File: src/rtl/tri_pkg.sv
// Shared types and helpers for the triangle feeder.
// Optional bounding-box checking in tri_feed_ctrl is enabled by TRI_FEED_BBOX_CHECK_EN.
package tri_pkg;

  localparam int unsigned GRID_W  = 8;
  localparam int unsigned MAP_W   = 64;
  localparam int unsigned COORD_W = 3;
  localparam int unsigned TRI_W   = 6 * COORD_W;

  typedef logic [COORD_W-1:0] coord_t;

  // Field order matches tri_data: x0 occupies the top three bits.
  typedef struct packed {
    coord_t x0;
    coord_t y0;
    coord_t x1;
    coord_t y1;
    coord_t x2;
    coord_t y2;
  } tri_t;

  typedef struct packed {
    coord_t x;
    coord_t y;
  } vtx_t;

  typedef struct packed {
    coord_t xmin;
    coord_t xmax;
    coord_t ymin;
    coord_t ymax;
  } bbox_t;

  typedef enum logic [2:0] {
    StIdle,
    StSend0,
    StSend1,
    StSend2,
    StWaitBusy,
    StCollect,
    StReport
  } feed_state_e;

  function automatic coord_t min3(coord_t a, coord_t b, coord_t c);
    coord_t m;
    m = (a < b) ? a : b;
    return (c < m) ? c : m;
  endfunction

  function automatic coord_t max3(coord_t a, coord_t b, coord_t c);
    coord_t m;
    m = (a > b) ? a : b;
    return (c > m) ? c : m;
  endfunction

endpackage

File: src/rtl/tri_fifo.sv
// Synchronous FIFO with full/empty flags; Depth must be a power of two.
module tri_fifo #(
  parameter int unsigned Depth = 4,
  parameter int unsigned Width = 18
) (
  input  logic             clk_i,
  input  logic             rst_ni,
  input  logic             push_i,
  input  logic [Width-1:0] wdata_i,
  input  logic             pop_i,
  output logic [Width-1:0] rdata_o,
  output logic             full_o,
  output logic             empty_o
);

  localparam int unsigned AW   = (Depth > 1) ? $clog2(Depth) : 1;
  localparam int unsigned CntW = AW + 1;

  logic [Width-1:0] mem_q [Depth];
  logic [AW-1:0]    wptr_q, wptr_d;
  logic [AW-1:0]    rptr_q, rptr_d;
  logic [CntW-1:0]  cnt_q, cnt_d;
  logic             do_push, do_pop;

  assign full_o  = (cnt_q == CntW'(Depth));
  assign empty_o = (cnt_q == '0);
  assign do_push = push_i && !full_o;
  assign do_pop  = pop_i && !empty_o;
  assign rdata_o = mem_q[rptr_q];

  always_comb begin
    wptr_d = wptr_q;
    rptr_d = rptr_q;
    cnt_d  = cnt_q;
    if (do_push) wptr_d = wptr_q + AW'(1);
    if (do_pop)  rptr_d = rptr_q + AW'(1);
    unique case ({do_push, do_pop})
      2'b10:   cnt_d = cnt_q + CntW'(1);
      2'b01:   cnt_d = cnt_q - CntW'(1);
      default: cnt_d = cnt_q;
    endcase
  end

  always_ff @(posedge clk_i or negedge rst_ni) begin
    if (!rst_ni) begin
      wptr_q <= '0;
      rptr_q <= '0;
      cnt_q  <= '0;
    end else begin
      wptr_q <= wptr_d;
      rptr_q <= rptr_d;
      cnt_q  <= cnt_d;
    end
  end

  always_ff @(posedge clk_i) begin
    if (do_push) mem_q[wptr_q] <= wdata_i;
  end

endmodule

File: src/rtl/tri_feed_ctrl.sv
// Host-side triangle feeder: queues descriptors, drives the 3-cycle vertex protocol and
// builds an 8x8 coverage bitmap per triangle. TRI_FEED_BBOX_CHECK_EN adds a bounding-box check.
module tri_feed_ctrl
  import tri_pkg::*;
#(
  parameter int unsigned DEPTH   = 4,
  parameter int unsigned TIMEOUT = 1023
) (
  input  logic        clk,
  input  logic        reset_n,
  input  logic        tri_valid,
  output logic        tri_ready,
  input  logic [17:0] tri_data,
  output logic        nt,
  output logic [2:0]  xi,
  output logic [2:0]  yi,
  input  logic        busy,
  input  logic        po,
  input  logic [2:0]  xo,
  input  logic [2:0]  yo,
  output logic        res_valid,
  output logic [6:0]  res_count,
  output logic [63:0] res_map,
  output logic        res_err
);

  localparam int unsigned TW   = $clog2(TIMEOUT + 1);
  localparam int unsigned IdxW = $clog2(MAP_W);
  localparam logic [TW-1:0] TimeoutVal = TW'(TIMEOUT);
  localparam logic [6:0]    CountMax   = 7'(MAP_W);

  feed_state_e      state_q, state_d;
  vtx_t             v1_q, v1_d, v2_q, v2_d;
  logic [TW-1:0]    timer_q, timer_d, timer_inc;
  logic             nt_q, nt_d;
  coord_t           xi_q, xi_d, yi_q, yi_d;
  logic             res_valid_q, res_valid_d;
  logic [6:0]       cnt_q, cnt_d;
  logic [MAP_W-1:0] map_q, map_d;
  logic             err_q, err_d;

  logic             fifo_full, fifo_empty, fifo_pop;
  logic [TRI_W-1:0] fifo_rdata;
  tri_t             fifo_head;
  logic             capture_en, pix_dup, pix_oob;
  logic [IdxW-1:0]  pix_idx;

  tri_fifo #(
    .Depth(DEPTH),
    .Width(TRI_W)
  ) u_fifo (
    .clk_i  (clk),
    .rst_ni (reset_n),
    .push_i (tri_valid),
    .wdata_i(tri_data),
    .pop_i  (fifo_pop),
    .rdata_o(fifo_rdata),
    .full_o (fifo_full),
    .empty_o(fifo_empty)
  );

  assign fifo_head = tri_t'(fifo_rdata);
  assign tri_ready = !fifo_full;

  assign timer_inc  = timer_q + TW'(1);
  assign pix_idx    = IdxW'(int'(yo) * int'(GRID_W) + int'(xo));
  assign pix_dup    = map_q[pix_idx];
  assign capture_en = po && ((state_q == StSend2) || (state_q == StWaitBusy) ||
                             (state_q == StCollect));

`ifdef TRI_FEED_BBOX_CHECK_EN
  bbox_t bbox_q, bbox_d;

  // Box is latched with the popped descriptor, so it is valid throughout SEND0.
  always_comb begin
    bbox_d = bbox_q;
    if (fifo_pop) begin
      bbox_d.xmin = min3(fifo_head.x0, fifo_head.x1, fifo_head.x2);
      bbox_d.xmax = max3(fifo_head.x0, fifo_head.x1, fifo_head.x2);
      bbox_d.ymin = min3(fifo_head.y0, fifo_head.y1, fifo_head.y2);
      bbox_d.ymax = max3(fifo_head.y0, fifo_head.y1, fifo_head.y2);
    end
  end

  always_ff @(posedge clk or negedge reset_n) begin
    if (!reset_n) bbox_q <= '0;
    else          bbox_q <= bbox_d;
  end

  assign pix_oob = (xo < bbox_q.xmin) || (xo > bbox_q.xmax) ||
                   (yo < bbox_q.ymin) || (yo > bbox_q.ymax);
`else
  assign pix_oob = 1'b0;
`endif

  always_comb begin
    state_d     = state_q;
    v1_d        = v1_q;
    v2_d        = v2_q;
    timer_d     = timer_q;
    nt_d        = 1'b0;
    xi_d        = xi_q;
    yi_d        = yi_q;
    res_valid_d = 1'b0;
    cnt_d       = cnt_q;
    map_d       = map_q;
    err_d       = err_q;
    fifo_pop    = 1'b0;

    if (capture_en) begin
      if (pix_dup) begin
        err_d = 1'b1;
      end else begin
        map_d[pix_idx] = 1'b1;
        if (cnt_q != CountMax) cnt_d = cnt_q + 7'd1;
      end
      if (pix_oob) err_d = 1'b1;
    end

    unique case (state_q)
      StIdle: begin
        if (!fifo_empty && !busy) begin
          state_d  = StSend0;
          fifo_pop = 1'b1;
          nt_d     = 1'b1;
          xi_d     = fifo_head.x0;
          yi_d     = fifo_head.y0;
          v1_d     = '{x: fifo_head.x1, y: fifo_head.y1};
          v2_d     = '{x: fifo_head.x2, y: fifo_head.y2};
          cnt_d    = '0;
          map_d    = '0;
          err_d    = 1'b0;
          timer_d  = '0;
        end
      end
      StSend0: begin
        state_d = StSend1;
        xi_d    = v1_q.x;
        yi_d    = v1_q.y;
      end
      StSend1: begin
        state_d = StSend2;
        xi_d    = v2_q.x;
        yi_d    = v2_q.y;
      end
      StSend2: begin
        state_d = StWaitBusy;
        timer_d = '0;
      end
      StWaitBusy: begin
        if (busy) begin
          state_d = StCollect;
          timer_d = '0;
        end else if (timer_inc == TimeoutVal) begin
          state_d     = StReport;
          res_valid_d = 1'b1;
          err_d       = 1'b1;
          timer_d     = '0;
        end else begin
          timer_d = timer_inc;
        end
      end
      StCollect: begin
        // Any pixel arriving with busy's fall is already folded in above.
        if (!busy) begin
          state_d     = StReport;
          res_valid_d = 1'b1;
          timer_d     = '0;
        end else if (po) begin
          timer_d = '0;
        end else if (timer_inc == TimeoutVal) begin
          state_d     = StReport;
          res_valid_d = 1'b1;
          err_d       = 1'b1;
          timer_d     = '0;
        end else begin
          timer_d = timer_inc;
        end
      end
      StReport: state_d = StIdle;
      default:  state_d = StIdle;
    endcase
  end

  always_ff @(posedge clk or negedge reset_n) begin
    if (!reset_n) begin
      state_q     <= StIdle;
      v1_q        <= '0;
      v2_q        <= '0;
      timer_q     <= '0;
      nt_q        <= 1'b0;
      xi_q        <= '0;
      yi_q        <= '0;
      res_valid_q <= 1'b0;
      cnt_q       <= '0;
      map_q       <= '0;
      err_q       <= 1'b0;
    end else begin
      state_q     <= state_d;
      v1_q        <= v1_d;
      v2_q        <= v2_d;
      timer_q     <= timer_d;
      nt_q        <= nt_d;
      xi_q        <= xi_d;
      yi_q        <= yi_d;
      res_valid_q <= res_valid_d;
      cnt_q       <= cnt_d;
      map_q       <= map_d;
      err_q       <= err_d;
    end
  end

  assign nt        = nt_q;
  assign xi        = xi_q;
  assign yi        = yi_q;
  assign res_valid = res_valid_q;
  assign res_count = cnt_q;
  assign res_map   = map_q;
  assign res_err   = err_q;

endmodule

File: config.mk
export PLATFORM = sky130hd
export DESIGN_NAME = tri_feed_ctrl
export DESIGN_NICKNAME = d
export VERILOG_FILES = /design/src/rtl/tri_pkg.sv /design/src/rtl/tri_fifo.sv /design/src/rtl/tri_feed_ctrl.sv
export SDC_FILE = /design/constraint.sdc
export NUM_CORES = 1
export LEC_CHECK = 0
export ABC_AREA = 1
export BUFFER_PORTS_ARGS = -buffer_cell sky130_fd_sc_hd__buf_2
export CORE_AREA = 2 2 269 138
export DETAILED_ROUTE_END_ITERATION = 7
export DIE_AREA = 0 0 271 140
export PLACE_DENSITY = 0.37
export SYNTH_ARGS = -nofsm -noshare
export SYNTH_HDL_FRONTEND = slang
export SYNTH_SLANG_ARGS = --single-unit
File: constraint.sdc
create_clock -name clk -period 5.8 [get_ports clk]
set_input_delay 1.74 -clock clk [delete_from_list [all_inputs] [get_ports clk]]
set_output_delay 1.74 -clock clk [all_outputs]
set_load 0.05 [all_outputs]
==> impl_metrics.py <==
metrics = {
    "synth": {
        "ys_async_sr_fraction": 0.609,
        "yosys-top-cells-count": "nand2_1, inv_1, dfrtp_1, nor2_1, nand3_1",
        "yosysSeqAreaShare": 0.562,
        "synth-edff-count": 72,
        "yosys-top-cells-area": "dfrtp_1, edfxtp_1, nand2_1, inv_1, nor2_1",
        "syn_inst": 1017,
        "synthesis.area_sq_um": 8840,
        "synth_warnings": 0,
        "ys_seq_elements": 184,
        "synth_ff_type": "dfrtp_1",
        "synth_top_area_frac": 0.317,
        "postSynthAreaPerCell_sq_um": 8.69,
        "syn_nets": 1056,
        "synth_cell_types": 34,
        "synth_largest_area_cell": "dfrtp_1",
        "synth_most_common_cell": "nand2_1",
    },
    "placement": {
        "numPortBuffers": 109,
        "post-place-cells": 1582,
        "dpl.hpwl_um": 19900,
        "gp_congestion": 0.783,
    },
    "floorplanning": {
        "start_util": 0.249,
        "rows": 49,
        "boundaryPins": 110,
        "die_h_um": 140,
        "fp.coreArea_sq_um": 35500,
        "die-area_sq_um": 37900,
        "fp.dieW_um": 271,
    },
    "run_status": {
        "outcome": "complete, no violations",
    },
    "hold_path": {
        "holdPathStages": 1,
        "hp-class": "reg -> reg",
    },
    "cells_and_area": {
        "drive_above_1_share": 0.157,
        "area_growth_pct": 18.8,
        "fin_cells": 1614,
        "antenna_cells": 0,
        "fin_util": 0.296,
        "nNetsFinal": 1156,
        "nFillCells": 3785,
    },
    "grt": {
        "grt_start_max_net_pins": 113,
        "grtUsageTotal": 0.154,
        "antenna_found_initial": 0,
        "grt_pass1_wl_um": 43200,
        "grt_pass1_vias": 6630,
        "grt_remaining_overflow": 0,
    },
    "timing": {
        "period_minus_slack_ns": 4.32,
        "timing_hold_violations_final": 0,
        "finClkSkew_ns": 0.0149,
        "fmax_ghz": 0.231,
        "slew_headroom": 0.215,
        "whs_ns": 0.477,
        "slew_viol_final": 0,
        "finalSetupTns_ns": 0,
        "setup_viol": 0,
        "tightestPinTransition_ns": 1.17,
        "post-route-period-util": 0.746,
        "rsz0062_at_grt": "no",
    },
    "critical_path": {
        "start_kind": "primary input",
        "cp.arrival_ns": 4.69,
        "rrSetupSlack_ns": 3.19,
        "cp_max_fo": 38,
        "rr_worst_depth": 9,
        "crit_path_end_kind": "flop",
        "crit_required_ns": 6.16,
        "worstSetupPathType": "in -> reg",
    },
    "clocking": {
        "insertion_delay_ns": 0.46,
        "cts_tree": "yes",
        "root_buffer": "clkbuf_16",
        "cts_buffers": 17,
        "post_cts_buffers": 0,
        "cts_buffer_depth": 2,
        "clock-sinks": 184,
        "cts-htree-levels": 4,
        "clk_pin_slew_ns": 0.07,
        "ctsResizeCount": 0,
        "cts.hold.buffers_added": 0,
    },
    "pwr": {
        "leakage_nw": 5.00,
        "powerDensity_nw_per_um2": 441,
        "power.total_w": 0.00463,
        "ir_worst_vdd_mv": 0.187,
    },
    "drt": {
        "vias": 7051,
        "wl_um": 28500,
        "drc": 0,
        "avgViaCountPerCell": 4.37,
        "antenna_left": 0,
        "drt_first_iter_violations": 695,
        "wl_per_cell_um": 17.7,
        "dr.pass1.iters": 5,
    },
    "flow_run": {
        "maxCapViolCount": 0,
    },
}
final timing paths:
check | to | startpoint
hold / removal | u_fifo.cnt_q[0]$_DFFE_PN0P_ | u_fifo.cnt_q[0]$_DFFE_PN0P_
setup / recovery | res_map[31]$_DFF_PN0_ | xo[0]
setup reg to reg | timer_q[4]$_DFFE_PN0P_ | timer_q[0]$_DFFE_PN0P_
max in group asynchronous | res_map[8]$_DFF_PN0_ | reset_n
hold reg to reg | u_fifo.cnt_q[0]$_DFFE_PN0P_ | u_fifo.cnt_q[0]$_DFFE_PN0P_
min in group asynchronous | res_map[38]$_DFF_PN0_ | reset_n
flip-flops by register name, indices dropped and copies added (netlist names), 3 cells and up:
name          flops
timer_q          10
state_q           3
v2_q              6
v1_q              6
res_map          64
u_fifo.cnt_q      3
xi                3
yi                3
res_count         7
u_fifo.mem_q     72
critical path, cell delays in order:
cell and delay, ns:
buf_2 0.60, inv_2 0.51, nor2_1 0.19, o21ai_1 0.09, o21ai_0 0.22, nand2_1 0.17
nor2_4 0.23, nand2_4 0.13, nor2_8 0.43, nand3_1 0.12, a21oi_1 0.22
kinds of logic (layout without fill, tap and decap cells):
family                     after synthesis  in the layout  share of synthesized area
and+or+nand+nor                        433            433                      0.209
adders and majority gates               10             10                     0.0150
DFF                                    184            184                      0.562
buffers and inverters                  207            320                     0.0955
xor gates and xnor gates                 9              9                    0.00892
AOI/OAI and AO/OA                      174            174                      0.110
cells in the final DEF, fill, tap and decap left out, drive strengths merged:
cell type / count
xor2: 8
buf: 122
o32ai: 18
clkinv: 4
a31oi: 4
inv: 173
clkinvlp: 2
a21oi: 50
bufinv: 2
o22ai: 14
dfrtp: 112
o211ai: 3
a31o: 2
nor2: 110
nand4: 7
ha: 9
fa: 1
nand2: 221
edfxtp: 72
clkbuf: 17
nor4: 1
nand3: 80
o21ai: 83
xnor2: 1
nor3: 12
or2: 2
final cells by class:
| cell class | instances | area [sq um] | share of cell area |
|---|---|---|---|
| Sequential cell | 184 | 4960 | 0.473 |
| Multi-Input combinational cell | 626 | 3040 | 0.290 |
| Timing Repair Buffer | 122 | 658 | 0.0626 |
| Inverter | 166 | 623 | 0.0593 |
| Tap cell | 484 | 606 | 0.0576 |
| Clock buffer | 17 | 425 | 0.0405 |
| Clock inverter | 15 | 185 | 0.0176 |
routing by layer:
| layer | global-route usage | vias up | part of all wire |
|---|---|---|---|
| met1 | 0.259 | 3378 | 0.57 |
| li1 | - | 3510 | - |
| met2 | 0.189 | 149 | 0.37 |
| met4 | 0.0369 | 0 | 0.0097 |
| met3 | 0.0309 | 14 | 0.049 |
| met5 | 0 | - | 0 |
where the power goes:
| part | leakage, nW | internal [W] | switching, W | total [W] |
|---|---|---|---|---|
| clock network | 0.295 | 0.000655 | 0.000595 | 0.00125 |
| registers | 2.15 | 0.00162 | 0.000115 | 0.00173 |
| logic | 2.55 | 0.000409 | 0.00124 | 0.00164 |
| total | 5.00 | 0.00268 | 0.00195 | 0.00463 |
stage by stage:
step,area [sq um],setup slack [ns]
after floorplan,8840,2.35
after global placement,9900,1.08
after detailed placement,9900,1.06
after CTS,10500,1.52
after global routing,10500,1.27
final,10500,1.48
(Power assumes the default switching activity.)
